**config.mk**
```make
export PLATFORM = sky130hd
export DESIGN_NAME = pwm_capture_flat
export DESIGN_NICKNAME = d
export VERILOG_FILES = /design/src/rtl/pwm_capture_if.sv /design/src/rtl/pwm_capture.sv /design/src/flat_wrapper.sv
export SDC_FILE = /design/constraint.sdc
export NUM_CORES = 1
export LEC_CHECK = 0
export CAP_MARGIN = 20
export CORE_ASPECT_RATIO = 1.4
export CORE_MARGIN = 4
export CORE_UTILIZATION = 55
export DETAILED_ROUTE_END_ITERATION = 16
export HOLD_SLACK_MARGIN = 0.03
export PLACE_DENSITY = 0.9
export SYNTH_ARGS = -nofsm -noshare
export SYNTH_HDL_FRONTEND = slang
export SYNTH_SLANG_ARGS = --single-unit
```
**constraint.sdc**
```tcl
create_clock -name CLK -period 2.1 [get_ports CLK]
set_input_delay 0.315 -clock CLK [delete_from_list [all_inputs] [get_ports CLK]]
set_output_delay 0.315 -clock CLK [all_outputs]
set_load 0.02 [all_outputs]
```
**src/rtl/pwm_capture_if.sv**
```systemverilog
// PWM receiver signal bundle: the PWM line in, the recovered measurement out.
// The master side drives PWM_IN and observes results; the slave side is the receiver.
interface pwm_capture_if #(
  parameter int CNT_W = 16
);
  logic             PWM_IN;
  logic [CNT_W-1:0] HIGH_CNT;
  logic [CNT_W-1:0] PERIOD_CNT;
  logic [1:0]       SELECT_OUT;
  logic             VALID;
  logic             TIMEOUT;

  modport master (
    output PWM_IN,
    input  HIGH_CNT, PERIOD_CNT, SELECT_OUT, VALID, TIMEOUT
  );

  modport slave (
    input  PWM_IN,
    output HIGH_CNT, PERIOD_CNT, SELECT_OUT, VALID, TIMEOUT
  );
endinterface

```
**src/rtl/pwm_capture.sv**
```systemverilog
// PWM receiver: measures high time and period between rising edges and decodes duty into 2 bits.
// Optional decode compare logic is enabled by defining PWM_CAPTURE_DECODE_EN.
module pwm_capture #(
  parameter int CNT_W   = 16,
  parameter int MAX_CYC = 1000
) (
  input  logic          CLK,
  input  logic          RST,
  pwm_capture_if.slave  pwm
);

  typedef enum logic {ST_IDLE, ST_MEAS} state_t;

  state_t           state_q, state_d;
  logic             sync1_q, sync2_q, prev_q;
  logic             re_q, re_d;
  logic [CNT_W-1:0] per_cnt_q, per_cnt_d;
  logic [CNT_W-1:0] hi_cnt_q, hi_cnt_d;
  logic [CNT_W-1:0] high_q, high_d;
  logic [CNT_W-1:0] period_q, period_d;
  logic [1:0]       sel_q, sel_d;
  logic             valid_q, valid_d;
  logic             timeout_q, timeout_d;
  logic [1:0]       sel_calc;

  // Edge is registered, so prev_q is the synced level aligned with re_q for counting.
  assign re_d = sync2_q & ~prev_q;

`ifdef PWM_CAPTURE_DECODE_EN
  logic [CNT_W+1:0] h4, p1, p2, p3;

  always_comb begin
    h4 = {hi_cnt_q, 2'b00};
    p1 = {2'b00, per_cnt_q};
    p2 = {1'b0, per_cnt_q, 1'b0};
    p3 = p1 + p2;
    sel_calc = 2'd0;
    if (h4 >= p3)      sel_calc = 2'd3;
    else if (h4 >= p2) sel_calc = 2'd2;
    else if (h4 >= p1) sel_calc = 2'd1;
  end
`else
  assign sel_calc = 2'b00;
`endif

  always_ff @(posedge CLK) begin
    if (RST) begin
      state_q   <= ST_IDLE;
      sync1_q   <= 1'b0;
      sync2_q   <= 1'b0;
      prev_q    <= 1'b0;
      re_q      <= 1'b0;
      per_cnt_q <= '0;
      hi_cnt_q  <= '0;
      high_q    <= '0;
      period_q  <= '0;
      sel_q     <= 2'b00;
      valid_q   <= 1'b0;
      timeout_q <= 1'b1;
    end else begin
      state_q   <= state_d;
      sync1_q   <= pwm.PWM_IN;
      sync2_q   <= sync1_q;
      prev_q    <= sync2_q;
      re_q      <= re_d;
      per_cnt_q <= per_cnt_d;
      hi_cnt_q  <= hi_cnt_d;
      high_q    <= high_d;
      period_q  <= period_d;
      sel_q     <= sel_d;
      valid_q   <= valid_d;
      timeout_q <= timeout_d;
    end
  end

  always_comb begin
    state_d   = state_q;
    per_cnt_d = per_cnt_q;
    hi_cnt_d  = hi_cnt_q;
    high_d    = high_q;
    period_d  = period_q;
    sel_d     = sel_q;
    valid_d   = 1'b0;
    timeout_d = timeout_q;
    case (state_q)
      ST_IDLE: begin
        if (re_q) begin
          state_d   = ST_MEAS;
          per_cnt_d = CNT_W'(1);
          hi_cnt_d  = CNT_W'(1);
        end
      end
      ST_MEAS: begin
        // An edge landing on the timeout cycle still completes the measurement.
        if (re_q) begin
          period_d  = per_cnt_q;
          high_d    = hi_cnt_q;
          sel_d     = sel_calc;
          valid_d   = 1'b1;
          timeout_d = 1'b0;
          per_cnt_d = CNT_W'(1);
          hi_cnt_d  = CNT_W'(1);
        end else if (per_cnt_q == CNT_W'(MAX_CYC)) begin
          state_d   = ST_IDLE;
          timeout_d = 1'b1;
        end else begin
          per_cnt_d = per_cnt_q + CNT_W'(1);
          hi_cnt_d  = hi_cnt_q + CNT_W'(prev_q);
        end
      end
      default: state_d = ST_IDLE;
    endcase
  end

  assign pwm.HIGH_CNT   = high_q;
  assign pwm.PERIOD_CNT = period_q;
  assign pwm.SELECT_OUT = sel_q;
  assign pwm.VALID      = valid_q;
  assign pwm.TIMEOUT    = timeout_q;

endmodule

```
**src/flat_wrapper.sv**
```systemverilog
// flat-port wrapper written by rule: the top's interface ports become plain ports
module pwm_capture_flat 
#(
  parameter int CNT_W   = 16,
  parameter int MAX_CYC = 1000
)
  (CLK, RST, pwm_PWM_IN, pwm_HIGH_CNT, pwm_PERIOD_CNT, pwm_SELECT_OUT, pwm_VALID, pwm_TIMEOUT);
  pwm_capture_if #(.CNT_W(CNT_W)) pwm_i ();
  input  logic CLK;
  input  logic RST;
  input wire logic [$bits(pwm_i.PWM_IN)-1:0] pwm_PWM_IN;
  output wire logic [$bits(pwm_i.HIGH_CNT)-1:0] pwm_HIGH_CNT;
  output wire logic [$bits(pwm_i.PERIOD_CNT)-1:0] pwm_PERIOD_CNT;
  output wire logic [$bits(pwm_i.SELECT_OUT)-1:0] pwm_SELECT_OUT;
  output wire logic [$bits(pwm_i.VALID)-1:0] pwm_VALID;
  output wire logic [$bits(pwm_i.TIMEOUT)-1:0] pwm_TIMEOUT;
  assign pwm_i.PWM_IN = pwm_PWM_IN;
  assign pwm_HIGH_CNT = pwm_i.HIGH_CNT;
  assign pwm_PERIOD_CNT = pwm_i.PERIOD_CNT;
  assign pwm_SELECT_OUT = pwm_i.SELECT_OUT;
  assign pwm_VALID = pwm_i.VALID;
  assign pwm_TIMEOUT = pwm_i.TIMEOUT;
  pwm_capture #(.CNT_W(CNT_W), .MAX_CYC(MAX_CYC)) u_core (.CLK(CLK), .RST(RST), .pwm(pwm_i));
endmodule
```
=== Yosys cells after proc, flatten, opt, wreduce, memory -nomap -nowiden ===
Cells that the tools add are included.
Widths: inputs -> output; s select.

* Bits in registers: 71
* Input bits: 3
* Output and inout port bits: 36
* Logic and storage cells: 37

* Muxes and demuxes: 13
* Eq/ne operators: 3
* Reduce and logical (&&, ||, !) cells: 5
* Add/sub/neg operators: 2
* Bitwise logic cells: 3

{| class="wikitable"
|+ Operators with widths
! operator !! number
|-
| $mux 16 || 5
|-
| $pmux 16 s2 || 2
|-
| $add 16x1->16 || 1
|-
| $add 16x1->16 const B || 1
|-
| $eq 16x10->1 const B || 1
|-
| $reduce_and 2->1 || 3
|-
| $mux 1 || 5
|-
| $ne 3x3->1 const B || 1
|-
| $ne 2x1->1 const B || 1
|-
| $not 1->1 || 2
|-
| $pmux 1 s2 || 1
|-
| $reduce_bool 2->1 || 1
|-
| $reduce_or 2->1 || 1
|-
| $and 1x1->1 || 1
|}

=== Logic depth before layout (Yosys ltp) ===
Gate-level depths: netlist (run 1).

* Depth after elaboration: 4
* Depth in mapped cells: 8
* Mapped depth without buffers: 6

=== Worst setup path before layout (run 1) ===
No wires, ideal clock.

* Path type: reg2reg
* Start: reg u_core.per_cnt_q[0]
* End: reg u_core.hi_cnt_q[15]
* Setup slack: 0.218 ns
* Data arrival time: 1.812 ns
* Cell stages (with the launch flop): 7
* Setup time: 0.070 ns
* Path through: dfxtp_1 -> inv_1 -> ha_1 -> or4b_4 -> and4b_4 -> or4_2 -> a21oi_1

* Word-level cells in the longest chain between the ends: 3

{| class="wikitable"
|+ Ends and longest elaborated chain
! element !! line !! RTL
|-
| start, declared || pwm_capture.sv:17 || <nowiki>logic [CNT_W-1:0] per_cnt_q, per_cnt_d;</nowiki>
|-
| start signal, assigned || pwm_capture.sv:66 || <nowiki>per_cnt_q <= per_cnt_d;</nowiki>
|-
| $eq 16x10->1 || pwm_capture.sv:103 || <nowiki>end else if (per_cnt_q == CNT_W'(MAX_CYC)) begin</nowiki>
|-
| $ne 3x3->1 (no source line) || - ||
|-
| $reduce_and 2->1 (no source line) || - ||
|-
| end signal, assigned || pwm_capture.sv:67 || <nowiki>hi_cnt_q <= hi_cnt_d;</nowiki>
|-
| end, declared || pwm_capture.sv:18 || <nowiki>logic [CNT_W-1:0] hi_cnt_q, hi_cnt_d;</nowiki>
|}

Every way passes these cells.
A chain may end at the register's enable or synchronous reset.

=== Worst setup path after layout (run 1) ===
Ends and elaborated chain as after synthesis.

==> impl.org, run 1 <==
** Logic synthesis
- Area share of fa/ha/maj cells after synthesis :: 0.01635
- Summed over all instances, the cell type with the most area after synthesis is sky130_fd_sc_hd__dfxtp_1.
- Of the total synthesized cell area, the portion taken by AND, OR, NAND and NOR gates is 0.2824.
- Predominant post-synthesis flop cell :: sky130_fd_sc_hd__dfxtp_1
- The compound-gate portion of the synthesized area is 0.1496.
- After synthesis, the most frequently instantiated cells are sky130_fd_sc_hd__nand2_1 (80), sky130_fd_sc_hd__dfxtp_1 (71), sky130_fd_sc_hd__a21oi_1 (49).
- Most repeated cell in the gate-level netlist after synthesis :: sky130_fd_sc_hd__nand2_1
- Post-synthesis mux area share :: 0.01635
- Part of the Yosys area used for sequential elements :: 0.4642
- Distinct cell type count of the synthesized netlist :: 42
- After synthesis, the share of flip-flops with an asynchronous set or reset is 0.
- Post-synth EDFFs :: 0
- The cell area that synthesis handed to floorplanning was 3062 sq um.
- After synthesis the netlist holds a flip-flop and latch count of 71.
- Per-instance average area after synthesis :: 8.411 sq um
- Ranked by total cell area, the synthesized netlist is headed by sky130_fd_sc_hd__dfxtp_1 (46%), sky130_fd_sc_hd__nand2_1 (9.8%), sky130_fd_sc_hd__a21oi_1 (8.0%).
- Synthesized instance count :: 364
- Post-Synth XOR/XNOR Area :: 0.01430
- The share of synthesized area in the top cell type comes to 0.4642.
- Main combinational cell family by area after synthesis :: simple AND/OR/NAND/NOR gates
- YS warnings :: 0

** Routing
- Average via count per standard cell :: 5.947
- After detailed routing, the total wire length is 6785 um.
- DRC violations left :: 0
- The first detailed-routing pass took 7 iterations.
- Once detail routing completed, the nets flagged for antenna violations numbered 0.
- DRT iter0 DRCs :: 261
- Routed length per placed instance :: 14.50 um
- Vias post-DR :: 2783

** Global route
- Number of global-route vias before repair :: 2663
- Entering global routing, the biggest net connects 46 pins.
- Global-route wire length before repair :: 11360 um
- Sum of overflow across all layers after global routing :: 0
- The initial antenna violation count is 0.
- In the global route stage, overall resource usage came out at 0.2077.

** CTS
- In this run the deepest clock path goes through 2 buffers.
- # Post-CTS Setup Buffers :: 0
- In this run, post-CTS repair resized a total of 0 instances.
- Number of hold buffers added after CTS :: 0
- Clock-pin slew was measured on the worst setup and hold paths at 0.07 ns.
- TritonCTS Sinks :: 71
- Clock latency on the worst-skew pair, taken at its later pin, is 0.35 ns.
- Clock tree synthesis selected as its root buffer the cell sky130_fd_sc_hd__clkbuf_8.
- CTS H-Tree Depth :: 3
- TritonCTS clock tree :: yes
- Cts bufs inserted :: 9

** STA
- The total count of hold-check failures in the final report came to 0.
- Total of endpoints with negative setup slack in the final report :: 0
- Worst Clk Skew :: 0.008601 ns
- Adding up every negative setup slack in the final design gives 0 ns.
- Min Hold Slack :: 0.4541 ns
- Setup repair after global routing left no endpoint under its margin.
- The routed design could run at a clock period as short as 1.967 ns.
- Count of pins over their slew limit :: 0
- FMAX :: 508.4 MHz
- In the finished design, the share of the clock period the worst path needs comes to 0.9366.

** Worst hold path
- The worst hold path terminates at u_core.sync2_q$_SDFF_PP0_.
- Worst hold path class :: flop to flop
- Startpoint of the lowest-slack hold path :: u_core.sync1_q$_SDFF_PP0_
- Worst hold path depth :: 1

** Die
- In this run the vertical extent of the chip is 96.28 um.
- Starting Density :: 0.5804
- The core region is 5275 sq um.
- Measured along the x axis, the die boundary spans 71.06 um.
- The die covers 6841 sq um.
- Number of top-level pins :: 39
- After floorplanning, the core was divided into 31 placement rows.

** Finish
- Antenna cell count :: 0
- Post-layout instance area :: 3631 sq um
- Layout fillers :: 450
- Once layout is complete, the utilization of the core stands at 0.6883.
- Relative to the synthesized area, the layout overhead comes to 18.59%.
- Final Net Count :: 406
- Fraction of final layout cells sized beyond drive strength 1 :: 0.09453

** Setup path
- Of all nets on the critical path, the largest fanout is 23.
- The worst setup path is launched from a flop.
- The endpoint identified for the worst register-to-register timing path is u_core.hi_cnt_q[15]$_SDFFE_PP0P_.
- The setup check on the worst reg-to-reg path leaves a slack of 0.13 ns.
- The worst register-to-register path has a depth of 6.
- Crit path capture type :: flop
- Critical Path AT :: 2.24 ns
- Data on the critical path is required at its endpoint by 2.38 ns.
- The worst setup path is of the flop to flop kind.
- In this run the critical register-to-register path is launched from u_core.per_cnt_q[0]$_SDFFE_PP0P_.

** Power
- For this design the ratio of total power to cell area is 636.5 nW/um^2.
- Share of total power in combinational logic :: 0.033
- Part of the power in the clock network :: 0.380
- Power after layout :: 2.311 mW
- For this design the static power due to leakage is 1.253 nW.
- Psw :: 0.5272 mW
- Cell internal power was estimated by the tool at 1.784 mW.
- Switching fraction of total power :: 0.2281
- The worst-case IR drop observed on VDD is 538.3 uV.
- Of the total power, registers draw 0.587.

** Placed design
- Placed inst area :: 3480 sq um
- Port buffer count :: 36
- GP Congestion :: 0.9044
- Once detailed placement completed, the half-perimeter wirelength came to 4641 um.

** Run status
- Status :: complete, no violations

** Flow run
- Max Cap Violations :: 0
[critical path: stages (launching register included)]
cell and delay, ns:
sky130_fd_sc_hd__dfxtp_1 0.35, sky130_fd_sc_hd__inv_1 0.07, sky130_fd_sc_hd__ha_1 0.18, sky130_fd_sc_hd__or4b_4 0.20
sky130_fd_sc_hd__and4b_4 0.27, sky130_fd_sc_hd__or4_2 0.66, sky130_fd_sc_hd__a21oi_1 0.17
[power groups by stage]
stage | Combinational [mW] | Clock (mW) | Sequential [mW]
global placement | 0.0731 | 0 | 1.39
detailed placement | 0.0753 | 0 | 1.39
finish | 0.0760 | 0.878 | 1.36
global route | 0.0831 | 0.956 | 1.36
floorplan | 0.0534 | 0 | 1.39
CTS | 0.0757 | 0.898 | 1.36
[logic make-up after synthesis]
group,Yosys count
and+or+nand+nor,164
AOI/OAI and AO/OA,79
DFF,71
buffers and inverters,35
xor gates and xnor gates,5
muxes,5
adders and majority gates,4
other,1
[placed cells by master (no fill, tap or decap), types with 5 or more instances in the layout]
cell                              Yosys  routed
sky130_fd_sc_hd__nand2_1             80      80
sky130_fd_sc_hd__dfxtp_1             71      71
sky130_fd_sc_hd__a21oi_1             49      49
sky130_fd_sc_hd__clkdlybuf4s50_1      0      36
sky130_fd_sc_hd__buf_4                2      15
sky130_fd_sc_hd__nand4_1             13      13
sky130_fd_sc_hd__nor2_1              13      12
sky130_fd_sc_hd__o31ai_1             11      11
sky130_fd_sc_hd__or4_1               11      11
sky130_fd_sc_hd__or3_1                9       9
sky130_fd_sc_hd__clkbuf_8             0       9
sky130_fd_sc_hd__nand3_1              8       8
sky130_fd_sc_hd__inv_1                7       7
sky130_fd_sc_hd__a31oi_1              7       7
sky130_fd_sc_hd__and4_1               6       6
sky130_fd_sc_hd__nor3_1               5       5
sky130_fd_sc_hd__mux2i_1              5       5
[cell type report]
| cell class | instances | area (sq um) | share of cell area |
|---|---|---|---|
| inverter | 7 | 26.28 | 0.007236 |
| clock buffer | 9 | 123.9 | 0.03411 |
| timing repair buffer | 51 | 473.0 | 0.1303 |
| multi-input combinational | 259 | 1476 | 0.4066 |
| tap | 66 | 82.58 | 0.02274 |
| sequential | 71 | 1421 | 0.3915 |
| clock inverter | 5 | 27.53 | 0.007581 |
[through the flow]
step / cells / setup WS [ns]
final: 468 / 0.1331
after global routing: 468 / 0.03697
after CTS: 468 / 0.1469
after detailed placement: 454 / 0.1656
after global placement: 454 / 0.2517
after floorplan: 365 / 0.2180
[worst max path at each step]
stage | cells after the start | to | slack, ns | start
final | 6 | u_core.hi_cnt_q[15]$_SDFFE_PP0P_ | 0.13 | u_core.per_cnt_q[0]$_SDFFE_PP0P_
after global routing | 6 | u_core.hi_cnt_q[15]$_SDFFE_PP0P_ | 0.04 | u_core.per_cnt_q[0]$_SDFFE_PP0P_
after CTS | 6 | u_core.hi_cnt_q[15]$_SDFFE_PP0P_ | 0.15 | u_core.per_cnt_q[0]$_SDFFE_PP0P_
after detailed placement | 6 | u_core.hi_cnt_q[15]$_SDFFE_PP0P_ | 0.17 | u_core.per_cnt_q[0]$_SDFFE_PP0P_
after global placement | 6 | u_core.hi_cnt_q[15]$_SDFFE_PP0P_ | 0.25 | u_core.per_cnt_q[0]$_SDFFE_PP0P_
after floorplan | 6 | u_core.hi_cnt_q[15]$_SDFFE_PP0P_ | 0.22 | u_core.per_cnt_q[0]$_SDFFE_PP0P_
[state kept, by name, summed over array words and instances (netlist names)]
register,count
u_core.pwm.TIMEOUT,1
u_core.pwm.HIGH_CNT,16
u_core.state_q,1
u_core.hi_cnt_q,16
u_core.re_q,1
u_core.sync1_q,1
u_core.sync2_q,1
u_core.pwm.VALID,1
u_core.pwm.PERIOD_CNT,16
u_core.per_cnt_q,16
u_core.prev_q,1
[routing by layer]
metal	part of all wire	vias up	GRT usage
li1	-	1349	-
met1	0.40	1304	0.2187
met2	0.52	107	0.3707
met3	0.054	23	0.05329
met4	0.026	0	0.1238
met5	0	-	0
Power figures use the tool's default switching activity.
==> inputs of run 2 (changes only) <==
- DONT_BUFFER_PORTS: not set -> 1
- PLACE_DENSITY: 0.9 -> 0.81
==> run 2 against run 1 <==
- sequential share of layout area increased by 3.2 points
- wire length decreased by 2.2%
- die area unchanged
- setup slack improved by 0.039 ns
- hold slack got worse by 0.37 ns
- core utilization decreased by 5.2 points
- final cell count decreased by 7.3%
- clock-buffer cell count increased by 4
- largest cell class unchanged
- total power increased by 11%
==> impl.org, run 2 (synthesis gave the netlist of run 1 again) <==
** Run status
- The flow ran to the end, and the final reports show no timing, DRC or antenna violations.

** Setup path
- The worst setup path is captured at a flop.
- The largest individual stage delay along the critical path comes from the cell sky130_fd_sc_hd__or4_2.
- Required time of the worst setup path :: 2.37 ns (about the same)
- Buffer and inverter count on the worst path :: 1 (unchanged)
- Number of cell instances on the worst register-to-register path :: 6 (unchanged)
- Critical Path AT :: 2.20 ns (-0.04 ns)
- Largest stage delay on the critical path :: 0.65 ns (about the same)
- Cell count along the critical path :: 6 (unchanged)
- Worst Setup Start Kind :: flop
- Type of the worst setup path :: flop to flop
- Walking the worst path, the cells encountered are inv_1 -> ha_1 -> or4b_4 -> and4b_4 -> or4_2 -> a21oi_1.
- Among cell families on the critical path, the largest total delay comes from simple AND/OR/NAND/NOR gates.
- Critical path fanouts, max :: 23 (unchanged)

** Placed design
- The post-place setup slack came to 0.2071 ns (+0.04143 ns).
- The global placer's final weighted congestion came to 0.8683 (-4.0%).
- Half-perimeter wire length after placement :: 4376 um (-5.7%)
- The count of buffers inserted at the top-level ports is 0 (-100%).
- Placed Instances :: 416 (-8.4%)
- The area of placed instances was 3117 sq um (-10%).

** Global route
- The global routing stage identified its most utilized layer as met2.
- Initial antenna violation count :: 0 (unchanged)
- Global-route wire length before repair :: 11180 um (-1.6%)
- Number of global-route vias before repair :: 2474 (-7.1%)
- The aggregate global routing overflow was 0 (unchanged).
- Met3 Usage GRT :: 0.06165 (+0.008359)
- The fraction of met2 tracks used by global routing was 0.3568 (-0.01393).
- The met1 capacity usage during global routing came to 0.2358 (+0.01710).
- Pin count of the biggest net entering global routing :: 38 (-17%)
- The global-route total usage across every layer is 0.2070 (-0.0007573).

** Finish
- Most frequent standard cell in the layout excluding fill and tap cells :: sky130_fd_sc_hd__nand2_1
- Fraction of final layout cells sized beyond drive strength 1 :: 0.1033 (+0.008734)
- The post-route non-filler standard cell count came to 434 (-7.3%).
- Commonest cells after routing, fill and taps aside :: sky130_fd_sc_hd__nand2_1 (80), sky130_fd_sc_hd__dfxtp_1 (71), sky130_fd_sc_hd__a21oi_1 (49), sky130_fd_sc_hd__nand4_1 (13)
- From synthesis to final layout, the design area changed by 9.604%.
- Antenna cell count :: 0 (unchanged)
- The final design area excluding fillers came to 3356 sq um (-7.6%).
- Share of the core filled with cells :: 0.6361 (-0.05218)
- The number of nets in the layout was 370 (-8.9%).

** CTS
- The root buffer cell chosen for the clock tree is sky130_fd_sc_hd__clkbuf_8.
- TritonCTS Sinks :: 71 (unchanged)
- CTS H-Tree Depth :: 3 (unchanged)
- TritonCTS clock tree :: yes
- The post-CTS resize count is 0 (unchanged).
- The latest clock arrival within the worst-skew pair is 0.35 ns (about the same).
- Cts bufs inserted :: 9 (unchanged)
- Clock buffer depth :: 2 (unchanged)
- # Post-CTS Setup Buffers :: 0 (unchanged)
- Clock transition at the registers of the reported paths :: 0.07 ns (about the same)

** Routing
- Count of TritonRoute iterations in the first routing pass :: 5 (-2)
- The final routed wirelength across all metal layers was 6638 um (-2.2%).
- Routed length per placed instance :: 15.29 um (+5.5%)
- Number of nets with antenna violations after routing :: 0 (unchanged)
- Average via count per standard cell :: 5.975 (+0.47%)
- DRT iter0 DRCs :: 163 (-38%)
- DRC violations left :: 0 (unchanged)
- Vias post-DR :: 2593 (-6.8%)

** STA
- Total of endpoints with negative setup slack in the final report :: 0 (unchanged)
- The total count of hold-check failures in the final report was 0 (unchanged).
- Min Hold Slack :: 0.07989 ns (-0.3743 ns)
- Final critical-path share of the clock period :: 0.9181 (-0.01849)
- The peak clock frequency supported by timing was 518.7 MHz (+2.0%).
- The final setup skew is 0.009417 ns (+0.0008158 ns).
- The setup total negative slack is 0 ns (unchanged).
- The post-route minimum period was 1.928 ns (-0.03883 ns).
- Count of pins over their slew limit :: 0 (unchanged)
- RSZ-0062 raised after global routing :: no
- Final Worst Setup Slack :: 0.1720 ns (+0.03883 ns)

** Power
- Power after layout :: 2.560 mW (+11%)
- The power density normalized to cell area is 762.8 nW/um^2 (+20%).
- The peak supply drop came to 475.9 uV (-12%).
- Leakage power summed over all cells :: 1.169 nW (-6.7%)

** Die
- Horizontal extent of the die :: 71.06 um (unchanged)
- The starting density of the core is 0.5804 (unchanged).
- Number of placement rows :: 31 (unchanged)
- Number of top-level pins :: 39 (unchanged)
- The chip height is 96.28 um (unchanged).
- The core area is 5275 sq um (unchanged).
- Die Footprint :: 6841 sq um (unchanged)

** Worst hold path
- The cell depth of the worst min-delay path is 1 (unchanged).
- The min-delay analysis places its worst path in the category input port to flop.

** Flow run
- The number of maximum-capacitance violations is 0 (unchanged).
-- run 2: final cells by class --
class,instances,area (sq um)
fill,432,1919
multi-input combinational,259,1476
sequential,71,1421
clock buffer,13,168.9
timing repair buffer,15,140.1
tap,66,82.58
clock inverter,3,40.04
inverter,7,26.28
-- run 2: routing by layer --
layer	part of all wire	vias to the layer above	wire length [um]
li1	-	1293	-
met1	0.42	1227	2761
met2	0.50	62	3309
met5	0	-	0
met3	0.067	11	443
met4	0.019	0	124
-- run 2: what timing repair did --
item / 4_1_cts / 5_1_grt
endpoints found under the setup margin: 0 / 0
hold endpoints to repair: 37 / 0
hold buffers: 2 / 0
-- run 2: power breakdown --
part / switching (mW) / leakage [nW] / total (mW) / internal (mW)
Combinational: 0.0480 / 0.487 / 0.0741 / 0.0261
Clock: 0.486 / 0.109 / 1.13 / 0.642
Sequential: 0.00516 / 0.572 / 1.36 / 1.35
Total: 0.540 / 1.17 / 2.56 / 2.02
-- run 2: path summary, 6_finish.rpt --
| path | from | end | slack [ns] |
|---|---|---|---|
| setup reg to reg | u_core.per_cnt_q[0]$_SDFFE_PP0P_ | u_core.hi_cnt_q[15]$_SDFFE_PP0P_ | 0.17 |
| setup / recovery | u_core.per_cnt_q[0]$_SDFFE_PP0P_ | u_core.hi_cnt_q[15]$_SDFFE_PP0P_ | 0.17 |
| hold reg to reg | u_core.sync1_q$_SDFF_PP0_ | u_core.sync2_q$_SDFF_PP0_ | 0.44 |
| hold / removal | RST | u_core.pwm.TIMEOUT$_SDFFE_PP1P_ | 0.08 |
-- run 2: worst reg2reg max path: cells and delay by family, from the launching register on --
kind                       cells  cell delay [ns]
DFF                            1             0.33
buffers and inverters          1             0.06
adders and majority gates      1             0.18
and+or+nand+nor                3             1.13
AOI/OAI and AO/OA              1             0.17
